===== config.mk =====
export PLATFORM = sky130hd
export DESIGN_NAME = serial_subtractor
export DESIGN_NICKNAME = d
export VERILOG_FILES = /design/src/rtl/serial_subtractor.sv
export SDC_FILE = /design/constraint.sdc
export NUM_CORES = 1
export LEC_CHECK = 0
export BUFFER_PORTS_ARGS = -buffer_cell sky130_fd_sc_hd__clkbuf_2
export CORE_MARGIN = 10
export CORE_UTILIZATION = 49
export CTS_CLUSTER_DIAMETER = 80
export DETAILED_ROUTE_END_ITERATION = 10
export PLACE_DENSITY = 0.74
export SYNTH_ARGS = -nofsm -noshare
export SYNTH_HDL_FRONTEND = slang
export SYNTH_SLANG_ARGS = --single-unit

===== constraint.sdc =====
create_clock -name clk -period 1.6 [get_ports clk]
set_clock_uncertainty 0.15 [all_clocks]
set_input_delay 0.32 -clock clk [delete_from_list [all_inputs] [get_ports clk]]
set_output_delay 0.32 -clock clk [all_outputs]
set_load 0.02 [all_outputs]

===== src/rtl/serial_subtractor.sv =====
// Purpose: computes a - b - bin over WIDTH/BITS_PER_CYCLE steps, LSB chunk first, borrow kept in a register.
// Latency: N = WIDTH/BITS_PER_CYCLE edges from the accepting edge to the done pulse; one result every N+1 cycles back-to-back.
// Backpressure: start is only sampled in IDLE or the DONE cycle; a start during RUN is dropped, never queued.
module serial_subtractor #(
    parameter int WIDTH          = 8,
    parameter int BITS_PER_CYCLE = 1
) (
    input  logic             clk,
    input  logic             rst_n,
    input  logic             start_i,
    input  logic [WIDTH-1:0] a_i,
    input  logic [WIDTH-1:0] b_i,
    input  logic             bin_i,
    output logic             busy_o,
    output logic             done_o,
    output logic [WIDTH-1:0] diff_o,
    output logic             bout_o,
    output logic             ovf_o,
    output logic             zero_o
);

    localparam int N  = WIDTH / BITS_PER_CYCLE;
    localparam int CW = (N > 1) ? $clog2(N) : 1;

    typedef enum logic [1:0] {IDLE, RUN, DONE} state_t;

    state_t             state_q, state_d;
    logic [WIDTH-1:0]   a_sh_q, a_sh_d;
    logic [WIDTH-1:0]   b_sh_q, b_sh_d;
    logic [WIDTH-1:0]   part_q, part_d;
    logic               br_q, br_d;
    logic [CW-1:0]      cnt_q, cnt_d;
    logic               a_msb_q, a_msb_d;
    logic               b_msb_q, b_msb_d;
    logic [WIDTH-1:0]   diff_q, diff_d;
    logic               bout_q, bout_d;
    logic               ovf_q, ovf_d;
    logic               zero_q, zero_d;

    logic               accept;
    logic               last_step;
    logic [WIDTH-1:0]   chunk_w;
    logic               br_c;
    logic [WIDTH-1:0]   part_step;

    // A new operation can only be taken while idle or in the single done cycle.
    assign accept    = start_i && ((state_q == IDLE) || (state_q == DONE));
    assign last_step = (state_q == RUN) && (cnt_q == CW'(N - 1));

    // Ripple the full-subtractor equations across the low chunk of the operand registers.
    always_comb begin
        br_c    = br_q;
        chunk_w = '0;
        for (int i = 0; i < BITS_PER_CYCLE; i++) begin
            chunk_w[i] = a_sh_q[i] ^ b_sh_q[i] ^ br_c;
            br_c       = (~a_sh_q[i] & b_sh_q[i]) | (~(a_sh_q[i] ^ b_sh_q[i]) & br_c);
        end
        // New chunk enters from the MSB side so the finished word lands aligned after N steps.
        part_step = (part_q >> BITS_PER_CYCLE) | (chunk_w << (WIDTH - BITS_PER_CYCLE));
    end

    // Next-state logic for the control FSM.
    always_comb begin
        state_d = state_q;
        case (state_q)
            IDLE:    if (start_i) state_d = RUN;
            RUN:     if (last_step) state_d = DONE;
            DONE:    state_d = start_i ? RUN : IDLE;
            default: state_d = IDLE;
        endcase
    end

    // Datapath next-state: load on acceptance, step while running, publish results on the final step only.
    always_comb begin
        a_sh_d  = a_sh_q;
        b_sh_d  = b_sh_q;
        part_d  = part_q;
        br_d    = br_q;
        cnt_d   = cnt_q;
        a_msb_d = a_msb_q;
        b_msb_d = b_msb_q;
        diff_d  = diff_q;
        bout_d  = bout_q;
        ovf_d   = ovf_q;
        zero_d  = zero_q;
        if (accept) begin
            a_sh_d  = a_i;
            b_sh_d  = b_i;
            br_d    = bin_i;
            part_d  = '0;
            cnt_d   = '0;
            // Sign bits are kept aside because the shift registers lose them during the run.
            a_msb_d = a_i[WIDTH-1];
            b_msb_d = b_i[WIDTH-1];
        end else if (state_q == RUN) begin
            a_sh_d = a_sh_q >> BITS_PER_CYCLE;
            b_sh_d = b_sh_q >> BITS_PER_CYCLE;
            part_d = part_step;
            br_d   = br_c;
            cnt_d  = cnt_q + CW'(1);
            if (last_step) begin
                diff_d = part_step;
                bout_d = br_c;
                ovf_d  = (a_msb_q ^ b_msb_q) & (part_step[WIDTH-1] ^ a_msb_q);
                zero_d = (part_step == '0);
            end
        end
    end

    // FSM state register.
    always_ff @(posedge clk or negedge rst_n) begin
        if (!rst_n) begin
            state_q <= IDLE;
        end else begin
            state_q <= state_d;
        end
    end

    // Datapath and result registers; reset clears everything so an aborted run leaves no trace.
    always_ff @(posedge clk or negedge rst_n) begin
        if (!rst_n) begin
            a_sh_q  <= '0;
            b_sh_q  <= '0;
            part_q  <= '0;
            br_q    <= 1'b0;
            cnt_q   <= '0;
            a_msb_q <= 1'b0;
            b_msb_q <= 1'b0;
            diff_q  <= '0;
            bout_q  <= 1'b0;
            ovf_q   <= 1'b0;
            zero_q  <= 1'b0;
        end else begin
            a_sh_q  <= a_sh_d;
            b_sh_q  <= b_sh_d;
            part_q  <= part_d;
            br_q    <= br_d;
            cnt_q   <= cnt_d;
            a_msb_q <= a_msb_d;
            b_msb_q <= b_msb_d;
            diff_q  <= diff_d;
            bout_q  <= bout_d;
            ovf_q   <= ovf_d;
            zero_q  <= zero_d;
        end
    end

    assign busy_o = (state_q == RUN);
    assign done_o = (state_q == DONE);
    assign diff_o = diff_q;
    assign bout_o = bout_q;
    assign ovf_o  = ovf_q;
    assign zero_o = zero_q;

endmodule


After elaboration in Yosys (flattened, before gate mapping)
Index checks and enable logic that the tools add are counted.
W data, S select, Z words.

cells by class
  add/sub/neg operators = 1
  reduce and logical (&&, ||, !) cells = 8
  bitwise operators = 12
  equality and inequality tests = 5
  muxes and demuxes = 14

operators with widths
  operator               number
  $mux W8                6
  $logic_not A8 Y1       1
  $or A7 B8 Y8           1
  $mux W3                2
  $pmux W2 S3            1
  $mux W2                2
  $xor A1 B1 Y1          4
  $add A3 B1 Y3 const B  1
  $and A1 B1 Y1          3
  $eq A3 B3 Y1 const B   1
  $mux W1                3
  $not A1 Y1             3
  $reduce_and A3 Y1      1
  $eq A2 B1 Y1 const B   1
  $eq A2 B2 Y1 const B   1
  $logic_and A1 B1 Y1    2
  $logic_not A2 Y1       1
  $ne A2 B1 Y1 const B   1
  $ne A2 B2 Y1 const B   1
  $reduce_and A2 Y1      1
  $reduce_bool A2 Y1     1
  $logic_or A1 B1 Y1     1
  $or A1 B1 Y1           1

word-level totals
  input bits = 20
  bits in registers = 43

Logic depth before layout (Yosys ltp)
  word-level depth = 6
  depth in mapped cells = 6
  mapped depth without buffers = 5

Worst setup path after synthesis
OpenSTA, ideal clock, no wires.

  path type = flip-flop to flip-flop
  start = reg cnt_q[0]
  end = reg diff_q[5], in the netlist diff_o[5]
  data required time = 1.325 ns
  setup time = 0.125 ns
  setup slack = -0.039 ns
  cell stages (with the launch flop) = 6
  arrival time = 1.364 ns
  buffers on the path = 1
  cells stage by stage = dfrtp_1 -> ha_1 -> ha_1 -> nand3b_2 -> buf_4 -> mux2_4

between the ends
  word-level cells in the longest chain between the ends = 3

RTL lines
  element                             RTL line  RTL
  from (decl)                         32        logic [CW-1:0] cnt_q, cnt_d;
  from (signal assigned)              138       cnt_q <= cnt_d;
  $eq A3 B3 Y1                        48        assign last_step = (state_q == RUN) && (cnt_q == CW'(N - 1));
  $logic_and A1 B1 Y1                 48
  $reduce_and A3 Y1 (no source line)  n/a
  to (signal assigned)                141       diff_q <= diff_d;
  to (decl)                           35        logic [WIDTH-1:0] diff_q, diff_d;

Every way passes these cells.
A chain may end at the register's enable or synchronous reset.

Worst setup path in the final report
  start = reg a_sh_q[0]
  end = reg ovf_q, in the netlist ovf_o

between the ends
  word-level cells in the longest chain between the ends = 5

RTL lines
  element                     RTL line  RTL
  from (decl)                 28        logic [WIDTH-1:0] a_sh_q, a_sh_d;
  from (signal assigned)      134       a_sh_q <= a_sh_d;
  $xor A1 B1 Y1 (2 in a row)  55        chunk_w[i] = a_sh_q[i] ^ b_sh_q[i] ^ br_c;
  $or A7 B8 Y8                59        part_step = (part_q >> BITS_PER_CYCLE) | (chunk_w << (WIDTH - BITS_PER_CYCLE));
  $xor A1 B1 Y1               104       ovf_d = (a_msb_q ^ b_msb_q) & (part_step[WIDTH-1] ^ a_msb_q);
  $and A1 B1 Y1               104
  to (signal assigned)        143       ovf_q <= ovf_d;
  to (decl)                   37        logic ovf_q, ovf_d;

Every way passes these cells.

==> run metrics <==
max_cap viols 0; post-DP HPWL 2.43 mm; 1st-iter DRT viols 34; CP startpoint a_sh_q[0]; Max VDD drop 822 uV; H-tree levels 2; Clock Power Share 0.142; Synthesized Nets 160; Tightest Hold Check Type input port to flop; share of layout cells above drive strength 1 0.399; Starting Density 0.519; Synth cell types 28; vias in the first global route 1,245; Syn Inst Count roughly 140; post-synth top area cell dfrtp_1; critical path endpoint category flop; Die Footprint 6460 um2; Vias per Instance between 5 and 6; ANT cells 0; I/O Buffers 32; number of synthesized register bits 42; worst hold slack 82.5 ps; reg-to-reg slack, setup 10 ps; max_slew headroom 0.823; Worst Reg-to-Reg Cells 5; met3 usage 0.0557; Placeable Area 3440 um2; post-layout net count about 200; Cell Int Power approximately 0.003 W; CTS root buf clkbuf_8; Row Count 21; # clock sinks 42; R2R Path Start a_sh_q[0]; Final Hold Vio Count 0; Hold Crit Start b_i[2]; Worst Tran Pin Value 263 ps; combinational share of power 0.452; Post-synth top flop dfrtp_1; crit-path max FO 3; Mapped Area roughly 1800 um2; Switching Fraction 0.362; sequential power share 0.406; CP delay by family, top adder cells; total clock buffers created by CTS 5; Synth Area per Inst about 13 um2; WL final 3.47 mm; maximum clock path buffer count 2; drt pass-1 iters 4; CTS tree done; RR Endpoint ovf_o; sw power around 0.0017 W; vias post-DR roughly 1,200; commonest non-fill, non-tap cell in the layout dfrtp_1; fin util 0.646; Hold Path Cell Cnt 3; Leak 1.13 nW; Synth area leaders dfrtp_1 (59%), a22o_1 (7.3%), mux2_2 (5.0%); status completed; clock latency at the later pin of the worst-skew pair between 200 and 300 ps; CP peak stage delay 520 ps; Worst-path clk slew 70 ps; Area Growth Syn to Fin 24.4%; first-pass GRT wire length 5.73 mm; gr ovfl total 0; Most Used Layer, Global Route met2; met2 Use GR 0.179; final setup violation count 0; worst endpoint required time between 1500 and 2000 ps; Hold EP b_sh_q[2]; area occupied by multi-input gates 726 um2; initial antenna violation count 0; gr usage total 0.114; Pwr per Cell Area 2100 nW/um2; M1 GR Usage 0.127; DRC 0; final period utilization 0.993; register area share after synthesis 0.588; drt wl/cell 15.5 um; antenna violation net count after detailed routing 0; crit path DAT 1620 ps; Async SR Flop Fraction 1.00; crit path time final 1590 ps; Post-synth EDFFs 0; crit-path cells inv_2, fa_1, and3b_1, a21oi_2, o21ai_1; Slowest-stage cell, CP fa_1; commonest non-fill, non-tap cells in the layout dfrtp_1 (41), clkbuf_2 (31), a22o_1 (15); register area between 1000 and 1500 um2; DIE WIDTH between 80 and 90 um; WP buf/inv 1; RSZ-0062 raised after global routing yes; filler instances around 270; # IOs 33; Die H 80.4 um; share of the synthesized area in the top cell type 0.588; largest net degree at the start of global routing 43; Final Max Slew Viols 0; Ys Warns 0; Fmax 629 MHz; CP startpoint kind flop; RD Place Congestion 0.773; WS Path Type flop to flop
==> per-stage QoR <==
stage	total power (W)	instances	TNS, ps	setup slack (ps)	instance area [um2]
2_1_floorplan	0.00324	136	0	16.3	1800
3_5_place_dp	0.00374	211	-109	-51.3	2020
4_1_cts	0.00455	222	-5.03	-3.05	2150
3_3_place_gp	0.00365	211	-9.06	-9.06	2020
5_1_grt	0.00501	224	-170	-84.7	2220
6_report	0.00468	224	0	10.7	2220
==> final cells by class <==
type,count,share of cell area
Multi-Input combinational cell,81,0.326
Timing Repair Buffer,44,0.128
Clock buffer,6,0.0371
Sequential cell,42,0.473
Tap cell,46,0.0259
Inverter,5,0.00956
==> flip-flops by register name, summed over array words and instances (netlist names) <==
name	flops
a_sh_q	8
b_sh_q	8
diff_o	8
part_q	7
cnt_q	3
state_q	2
a_msb_q	1
b_msb_q	1
bout_o	1
br_q	1
ovf_o	1
zero_o	1
==> worst register-to-register path: stages, from the launching register on <==
cell     delay [ps]
dfrtp_1         390
inv_2            60
fa_1            520
and3b_1         200
a21oi_2         100
o21ai_1          60
==> kinds of logic after synthesis <==
group	share of synthesized area
flops	0.588
compound gates	0.151
simple gates	0.0693
mux	0.115
buf+inv	0.0406
fa+ha+maj	0.0364
==> cells in the mapped netlist, drive strengths merged, types with 3 or more instances <==
master	n
dfrtp	42
a22o	15
mux2	11
nand2	11
o21ai	10
buf	8
mux2i	7
a21o	5
inv	5
a221o	3
nor2	3
==> worst max-delay path by stage <==
stage	to	cells past startpoint	slack [ps]
final	ovf_o	5	10
after global routing	ovf_o	5	-80
after CTS	a_sh_q[6]	6	-3
after detailed placement	ovf_o	5	-50
after global placement	ovf_o	5	-9
after floorplan	diff_o[5]	5	20
==> timing repair <==
action	CTS	global route
hold buffers	1	0
pin swaps	3	2
hold endpoints to repair	42	0
gates resized for setup	5	13
setup endpoints to repair	7	27
setup buffers	4	2
==> power groups by stage <==
stage	clock (W)	combinational (W)	sequential, W
detailed placement	0	0.00186	0.00188
global placement	0	0.00179	0.00186
CTS	0.000690	0.00199	0.00187
finish	0.000662	0.00212	0.00190
floorplan	0	0.00128	0.00196
global route	0.000729	0.00232	0.00197
==> per-layer routing <==
layer	vias to the layer above	routed length [um]
met2	29	1620
met5	-	0
met3	6	274
li1	572	-
met4	0	62
met1	543	1510
Note: power is estimated with default switching activity, not from simulation.
